--- config.mk ---
export PLATFORM = sky130hd
export DESIGN_NAME = led_shift_out_flat
export DESIGN_NICKNAME = d
export VERILOG_FILES = /design/src/rtl/led_shift_out_if.sv /design/src/rtl/led_shift_out.sv /design/src/flat_wrapper.sv
export SDC_FILE = /design/constraint.sdc
export NUM_CORES = 1
export LEC_CHECK = 0
export ABC_AREA = 1
export CORE_MARGIN = 5
export CORE_UTILIZATION = 35
export CTS_BUF_LIST = sky130_fd_sc_hd__clkbuf_16
export DETAILED_ROUTE_END_ITERATION = 10
export GPL_TIMING_DRIVEN = 1
export MAX_ROUTING_LAYER = met4
export PLACE_DENSITY = 0.58
export SLEW_MARGIN = 20
export SYNTH_ARGS = -nofsm -noshare
export SYNTH_HDL_FRONTEND = slang
export SYNTH_SLANG_ARGS = --single-unit
--- constraint.sdc ---
create_clock -name CLK -period 2.3 [get_ports CLK]
set_input_delay 0.345 -clock CLK [delete_from_list [all_inputs] [get_ports CLK]]
set_output_delay 0.345 -clock CLK [all_outputs]
set_load 0.02 [all_outputs]
--- src/rtl/led_shift_out_if.sv ---
// Bundles the LED value input and the 74HC595-style serial outputs of led_shift_out.
// master is the serialiser side, slave is whoever supplies LED_IN and watches the outputs.
interface led_shift_out_if #(
    parameter int WIDTH = 8
);
    logic [WIDTH-1:0] LED_IN;
    logic             SCLK;
    logic             SDATA;
    logic             LATCH;
    logic             BUSY;
    logic             DONE;

    modport master (
        input  LED_IN,
        output SCLK,
        output SDATA,
        output LATCH,
        output BUSY,
        output DONE
    );

    modport slave (
        output LED_IN,
        input  SCLK,
        input  SDATA,
        input  LATCH,
        input  BUSY,
        input  DONE
    );
endinterface

--- src/rtl/led_shift_out.sv ---
// Serialises the LED value onto an external shift register (SCLK/SDATA/LATCH),
// sending once after reset and again whenever LED_IN differs from the last frame.
module led_shift_out #(
    parameter int WIDTH     = 8,
    parameter int CLK_DIV   = 4,
    parameter int MSB_FIRST = 1
) (
    input  logic             CLK,
    input  logic             RST,
    led_shift_out_if.master  bus
);
    localparam int DIV_W = $clog2(CLK_DIV + 1);
    localparam int CNT_W = $clog2(WIDTH + 1);
    localparam logic [DIV_W-1:0] DIV_LAST = DIV_W'(CLK_DIV - 1);
    localparam logic [CNT_W-1:0] BIT_LAST = CNT_W'(WIDTH - 1);

    typedef enum logic [1:0] {
        IDLE,
        SHIFT_LO,
        SHIFT_HI,
        LATCH_ST
    } state_t;

    state_t           state, state_n;
    logic [DIV_W-1:0] div_cnt, div_n;
    logic [CNT_W-1:0] bit_cnt, bit_n;
    logic [WIDTH-1:0] shift_reg, shift_n;
    logic [WIDTH-1:0] last_sent, last_n;
    logic             force_send, force_n;
    logic             sclk_q, sdata_q, latch_q, busy_q, done_q;
    logic             sclk_n, sdata_n, latch_n, busy_n, done_n;

    always_ff @(posedge CLK or posedge RST) begin
        if (RST) begin
            state      <= IDLE;
            div_cnt    <= '0;
            bit_cnt    <= '0;
            shift_reg  <= '0;
            last_sent  <= '0;
            force_send <= 1'b1;
            sclk_q     <= 1'b0;
            sdata_q    <= 1'b0;
            latch_q    <= 1'b0;
            busy_q     <= 1'b0;
            done_q     <= 1'b0;
        end else begin
            state      <= state_n;
            div_cnt    <= div_n;
            bit_cnt    <= bit_n;
            shift_reg  <= shift_n;
            last_sent  <= last_n;
            force_send <= force_n;
            sclk_q     <= sclk_n;
            sdata_q    <= sdata_n;
            latch_q    <= latch_n;
            busy_q     <= busy_n;
            done_q     <= done_n;
        end
    end

    // Outputs are derived from the next state so they are registered yet line up
    // with the state they describe; the first data bit appears with BUSY.
    always_comb begin
        state_n = state;
        div_n   = div_cnt;
        bit_n   = bit_cnt;
        shift_n = shift_reg;
        last_n  = last_sent;
        force_n = force_send;

        case (state)
            IDLE: begin
                if (force_send || (bus.LED_IN != last_sent)) begin
                    shift_n = bus.LED_IN;
                    last_n  = bus.LED_IN;
                    force_n = 1'b0;
                    bit_n   = '0;
                    div_n   = '0;
                    state_n = SHIFT_LO;
                end
            end
            SHIFT_LO: begin
                if (div_cnt == DIV_LAST) begin
                    div_n   = '0;
                    state_n = SHIFT_HI;
                end else begin
                    div_n = div_cnt + DIV_W'(1);
                end
            end
            SHIFT_HI: begin
                if (div_cnt == DIV_LAST) begin
                    div_n   = '0;
                    shift_n = (MSB_FIRST != 0) ? (shift_reg << 1) : (shift_reg >> 1);
                    bit_n   = bit_cnt + CNT_W'(1);
                    state_n = (bit_cnt == BIT_LAST) ? LATCH_ST : SHIFT_LO;
                end else begin
                    div_n = div_cnt + DIV_W'(1);
                end
            end
            LATCH_ST: begin
                if (div_cnt == DIV_LAST) begin
                    div_n   = '0;
                    state_n = IDLE;
                end else begin
                    div_n = div_cnt + DIV_W'(1);
                end
            end
            default: state_n = IDLE;
        endcase

        busy_n  = (state_n != IDLE);
        sclk_n  = (state_n == SHIFT_HI);
        latch_n = (state_n == LATCH_ST);
        done_n  = (state == LATCH_ST) && (state_n == IDLE);
        sdata_n = 1'b0;
        if ((state_n == SHIFT_LO) || (state_n == SHIFT_HI)) begin
            sdata_n = (MSB_FIRST != 0) ? shift_n[WIDTH-1] : shift_n[0];
        end
    end

    assign bus.SCLK  = sclk_q;
    assign bus.SDATA = sdata_q;
    assign bus.LATCH = latch_q;
    assign bus.BUSY  = busy_q;
    assign bus.DONE  = done_q;
endmodule

--- src/flat_wrapper.sv ---
// flat-port wrapper written by rule: the top's interface ports become plain ports
module led_shift_out_flat 
#(
    parameter int WIDTH     = 8,
    parameter int CLK_DIV   = 4,
    parameter int MSB_FIRST = 1
)
  (CLK, RST, bus_LED_IN, bus_SCLK, bus_SDATA, bus_LATCH, bus_BUSY, bus_DONE);
  led_shift_out_if #(.WIDTH(WIDTH)) bus_i ();
  input  logic CLK;
  input  logic RST;
  input wire logic [$bits(bus_i.LED_IN)-1:0] bus_LED_IN;
  output wire logic [$bits(bus_i.SCLK)-1:0] bus_SCLK;
  output wire logic [$bits(bus_i.SDATA)-1:0] bus_SDATA;
  output wire logic [$bits(bus_i.LATCH)-1:0] bus_LATCH;
  output wire logic [$bits(bus_i.BUSY)-1:0] bus_BUSY;
  output wire logic [$bits(bus_i.DONE)-1:0] bus_DONE;
  assign bus_i.LED_IN = bus_LED_IN;
  assign bus_SCLK = bus_i.SCLK;
  assign bus_SDATA = bus_i.SDATA;
  assign bus_LATCH = bus_i.LATCH;
  assign bus_BUSY = bus_i.BUSY;
  assign bus_DONE = bus_i.DONE;
  led_shift_out #(.WIDTH(WIDTH), .CLK_DIV(CLK_DIV), .MSB_FIRST(MSB_FIRST)) u_core (.CLK(CLK), .RST(RST), .bus(bus_i));
endmodule
==> impl_results.html <==
<table>
<tr><th>Metric</th><th>Value</th></tr>
<tr><th colspan="2">Status</th></tr>
<tr><td>Result of the run</td><td>finished, final reports clean</td></tr>
<tr><th colspan="2">Setup path</th></tr>
<tr><td>Launch point of the worst reg-to-reg path</td><td>u_core.div_cnt[0]</td></tr>
<tr><td>Worst R2R Path Depth</td><td>9</td></tr>
<tr><td>Launching element type of the critical path</td><td>input port</td></tr>
<tr><td>Worst flop-to-flop path endpoint</td><td>u_core.bus.DONE</td></tr>
<tr><td>Critical path endpoint category</td><td>register</td></tr>
<tr><td>Classification of the worst setup path</td><td>input port to register</td></tr>
<tr><td>Data required, critical path</td><td>roughly 2500 ps</td></tr>
<tr><td>Data arrival time of the worst path</td><td>2120 ps</td></tr>
<tr><td>Minimum setup slack among reg-to-reg paths</td><td>approximately 520 ps</td></tr>
<tr><td>Highest net fanout along the worst path</td><td>5</td></tr>
<tr><th colspan="2">Clock tree</th></tr>
<tr><td>Clock latency on the worst-skew pair</td><td>between 200 and 300 ps</td></tr>
<tr><td>Htree depth</td><td>2</td></tr>
<tr><td>Clock-pin slew on the worst setup and hold paths</td><td>roughly 50 ps</td></tr>
<tr><td>Number of instances resized during post-cts repair</td><td>0</td></tr>
<tr><td>Clock Sink Count</td><td>31</td></tr>
<tr><td>Hold-fix buffer count after cts</td><td>0</td></tr>
<tr><td>Clock tree from TritonCTS</td><td>built</td></tr>
<tr><td>CTS Buf Count</td><td>5</td></tr>
<tr><td>Root buffer cell</td><td>clkbuf_16</td></tr>
<tr><td>Number of buffers between clock root and the deepest sink</td><td>2</td></tr>
<tr><td>Buffers inserted during post-CTS setup optimization</td><td>0</td></tr>
<tr><th colspan="2">Cells and area</th></tr>
<tr><td>Layout Cell Area excl Fill</td><td>roughly 1800 um2</td></tr>
<tr><td>Final nets</td><td>between 150 and 200</td></tr>
<tr><td>Share of post-route cells with drive strength above 1</td><td>roughly an eighth</td></tr>
<tr><td>Count of antenna diodes in the layout</td><td>0</td></tr>
<tr><td>Final core area utilization</td><td>about 44%</td></tr>
<tr><td>Synthesis-to-finish area growth</td><td>20.8%</td></tr>
<tr><td>Fill cells</td><td>roughly 400</td></tr>
<tr><td>Highest-count cells in the layout ignoring fill and taps</td><td>39 x nand2_1, 30 x dfrtp_1, 23 x inv_1</td></tr>
<tr><td>Most common cell after layout, fill and taps aside</td><td>nand2_1</td></tr>
<tr><th colspan="2">Logic synthesis</th></tr>
<tr><td>Cell area after technology mapping</td><td>between 1000 and 1500 um2</td></tr>
<tr><td>Post-Syn Instances</td><td>165</td></tr>
<tr><td>Post-synth cell types</td><td>28</td></tr>
<tr><td>Average instance area after synthesis</td><td>roughly 9.0 um2</td></tr>
<tr><td>Post-synthesis register bit count</td><td>31</td></tr>
<tr><td>Portion of the post-synthesis area used by sequential elements</td><td>~52%</td></tr>
<tr><td>Number of nets in the synthesized netlist</td><td>180</td></tr>
<tr><td>YS warnings</td><td>0</td></tr>
<tr><th colspan="2">Detailed routing</th></tr>
<tr><td>Number of DRC markers after the initial detailed-route iteration</td><td>59</td></tr>
<tr><td>Number of vias in the routed layout</td><td>around 1100</td></tr>
<tr><td>Final WL</td><td>around 2800 um</td></tr>
<tr><td>Detailed-route vias per instance</td><td>about 4.7</td></tr>
<tr><td>Post-detailed-route count of antenna-violating nets</td><td>0</td></tr>
<tr><td>Post-route DRC</td><td>0</td></tr>
<tr><td>WL/cell</td><td>12.1 um</td></tr>
<tr><td>First drt pass iteration count</td><td>4</td></tr>
<tr><th colspan="2">STA</th></tr>
<tr><td>Final hold violation count</td><td>0</td></tr>
<tr><td>Total negative setup slack</td><td>0 ps</td></tr>
<tr><td>Worst path setup slack after routing</td><td>between 300 and 400 ps</td></tr>
<tr><td>Setup violation total in the final timing report</td><td>0</td></tr>
<tr><td>Worst-case headroom to the max-slew limit</td><td>between 60 and 70%</td></tr>
<tr><td>Final cycle utilization of the critical path</td><td>a little over four fifths</td></tr>
<tr><td>RSZ-0062 raised after global routing</td><td>false</td></tr>
<tr><td>Final critical delay including setup and external delays</td><td>1930 ps</td></tr>
<tr><td>Post-route clock skew</td><td>between 3 and 4 ps</td></tr>
<tr><td>Peak Freq</td><td>518 MHz</td></tr>
<tr><td>Least-Margin Pin Slew</td><td>509 ps</td></tr>
<tr><td>Max-slew violation total from the final report</td><td>0</td></tr>
<tr><th colspan="2">Worst hold path</th></tr>
<tr><td>Kind of path behind the tightest hold check</td><td>input port to asynchronous set/reset pin</td></tr>
<tr><th colspan="2">Power and ir drop</th></tr>
<tr><td>Peak VDD IR</td><td>between 0.2 and 0.3 mV</td></tr>
<tr><td>Post-layout power</td><td>between 1 and 1.5 mW</td></tr>
<tr><td>Power density of the placed cells</td><td>between 600 and 700 nW/um2</td></tr>
<tr><td>Reported leakage power</td><td>around 0.84 nW</td></tr>
<tr><th colspan="2">Global route</th></tr>
<tr><td>Maximum number of pins on one net before global-route repair</td><td>35</td></tr>
<tr><td>Wire length of the first global-routing pass</td><td>just under 5000 um</td></tr>
<tr><td>Gr usage total</td><td>12.1%</td></tr>
<tr><td>Residual overflow from global routing</td><td>0</td></tr>
<tr><td>Initial antenna violation count</td><td>0</td></tr>
<tr><td>Number of global-route vias before repair</td><td>1154</td></tr>
<tr><th colspan="2">Place</th></tr>
<tr><td>Post-detail-place hpwl</td><td>1960 um</td></tr>
<tr><td>Instance area at placement</td><td>between 1500 and 2000 um2</td></tr>
<tr><td>Minimum setup slack after placement</td><td>roughly 90 ps</td></tr>
<tr><td>Number of I/O port buffers</td><td>14</td></tr>
<tr><td>Placer Congestion</td><td>slightly above 0.8</td></tr>
<tr><th colspan="2">Flow run</th></tr>
<tr><td>Count of maximum capacitance violations</td><td>0</td></tr>
<tr><th colspan="2">Die</th></tr>
<tr><td>Initial cell density of the core</td><td>a little over a third</td></tr>
<tr><td>Standard cell core area</td><td>4060 um2</td></tr>
<tr><td>Ports placed on the boundary</td><td>15</td></tr>
<tr><td>Y dimension of the die</td><td>roughly 75 um</td></tr>
<tr><td>Die footprint</td><td>roughly 5700 um2</td></tr>
<tr><td>Die outline width</td><td>75.2 um</td></tr>
<tr><td>Placement row count</td><td>23</td></tr>
</table>
==> worst max path at each step <==
stage,start,end,slack [ps]
2_1_floorplan,u_core.last_sent[7],u_core.bus.DONE,730
3_3_place_gp,bus_LED_IN[5],u_core.bus.DONE,160
3_5_place_dp,bus_LED_IN[7],u_core.bus.DONE,90
4_1_cts,bus_LED_IN[7],u_core.bus.DONE,380
5_1_grt,bus_LED_IN[5],u_core.bus.DONE,240
6_report,bus_LED_IN[7],u_core.bus.DONE,370
==> metal layers <==
metal | global-route usage (%) | part of all wire [%] | vias up
met5 | - | 0 | -
met4 | 7.57 | 2.8 | 0
met3 | 3.20 | 4.4 | 8
met2 | 20.2 | 48 | 22
met1 | 12.7 | 45 | 518
li1 | - | - | 559
==> stage by stage <==
step,hold slack [ps],instances
after detailed placement,482,227
final,450,234
after global placement,462,227
after CTS,463,234
after floorplan,446,165
after global routing,496,234
==> kinds of logic after synthesis <==
family / count (synthesis) / share of synthesized area (%)
flops: 31 / 52.2
fa+ha+maj: 5 / 4.21
buf+inv: 31 / 9.67
xor+xnor: 3 / 1.77
simple gates: 69 / 20.9
compound gates: 26 / 11.3
==> synthesized netlist by cell type, drive strengths merged <==
cell type   n  area, um2
o21ai      11       55.1
dfstp       1       26.3
o211ai      6       45.0
dfrtp      30        751
xor2        3       26.3
nand2      43        176
a21boi      1       7.51
nor2        7       31.3
nand3      16       85.1
o31ai       1       7.51
ha          5       62.6
and3        1       6.26
a21oi       5       36.3
o311ai      1       8.76
buf         4       42.5
nor3        1       5.00
o21bai      1       7.51
inv        27        101
nand4       1       6.26
==> critical path: stages <==
cell and delay [ps]:
clkdlybuf4s50_1 490, inv_1 70, a21oi_2 120, nand2_1 60, nor2_1 130, nand3_2 170, nand2_4 100, nand2_2 60
a21oi_2 180, ha_1 180, inv_1 50, nor3_1 170
==> layout make-up <==
| cell class | instances | area (um2) | area share, % |
|---|---|---|---|
| clock inverters | 2 | 8.76 | 0.487 |
| clock buffers | 5 | 125 | 6.96 |
| multi-input cells | 103 | 567 | 31.5 |
| inverters | 27 | 101 | 5.64 |
| well taps | 50 | 62.6 | 3.48 |
| repair buffers | 16 | 155 | 8.64 |
| flip-flops and latches | 31 | 777 | 43.2 |
==> where the power goes <==
part	switching (mW)	total, mW	internal, mW
logic	0.0247	0.0444	0.0197
registers	0	0.546	0.546
clock network	0.226	0.614	0.388
total	0.251	1.20	0.954
No activity file was read; power rests on OpenSTA's default activity.
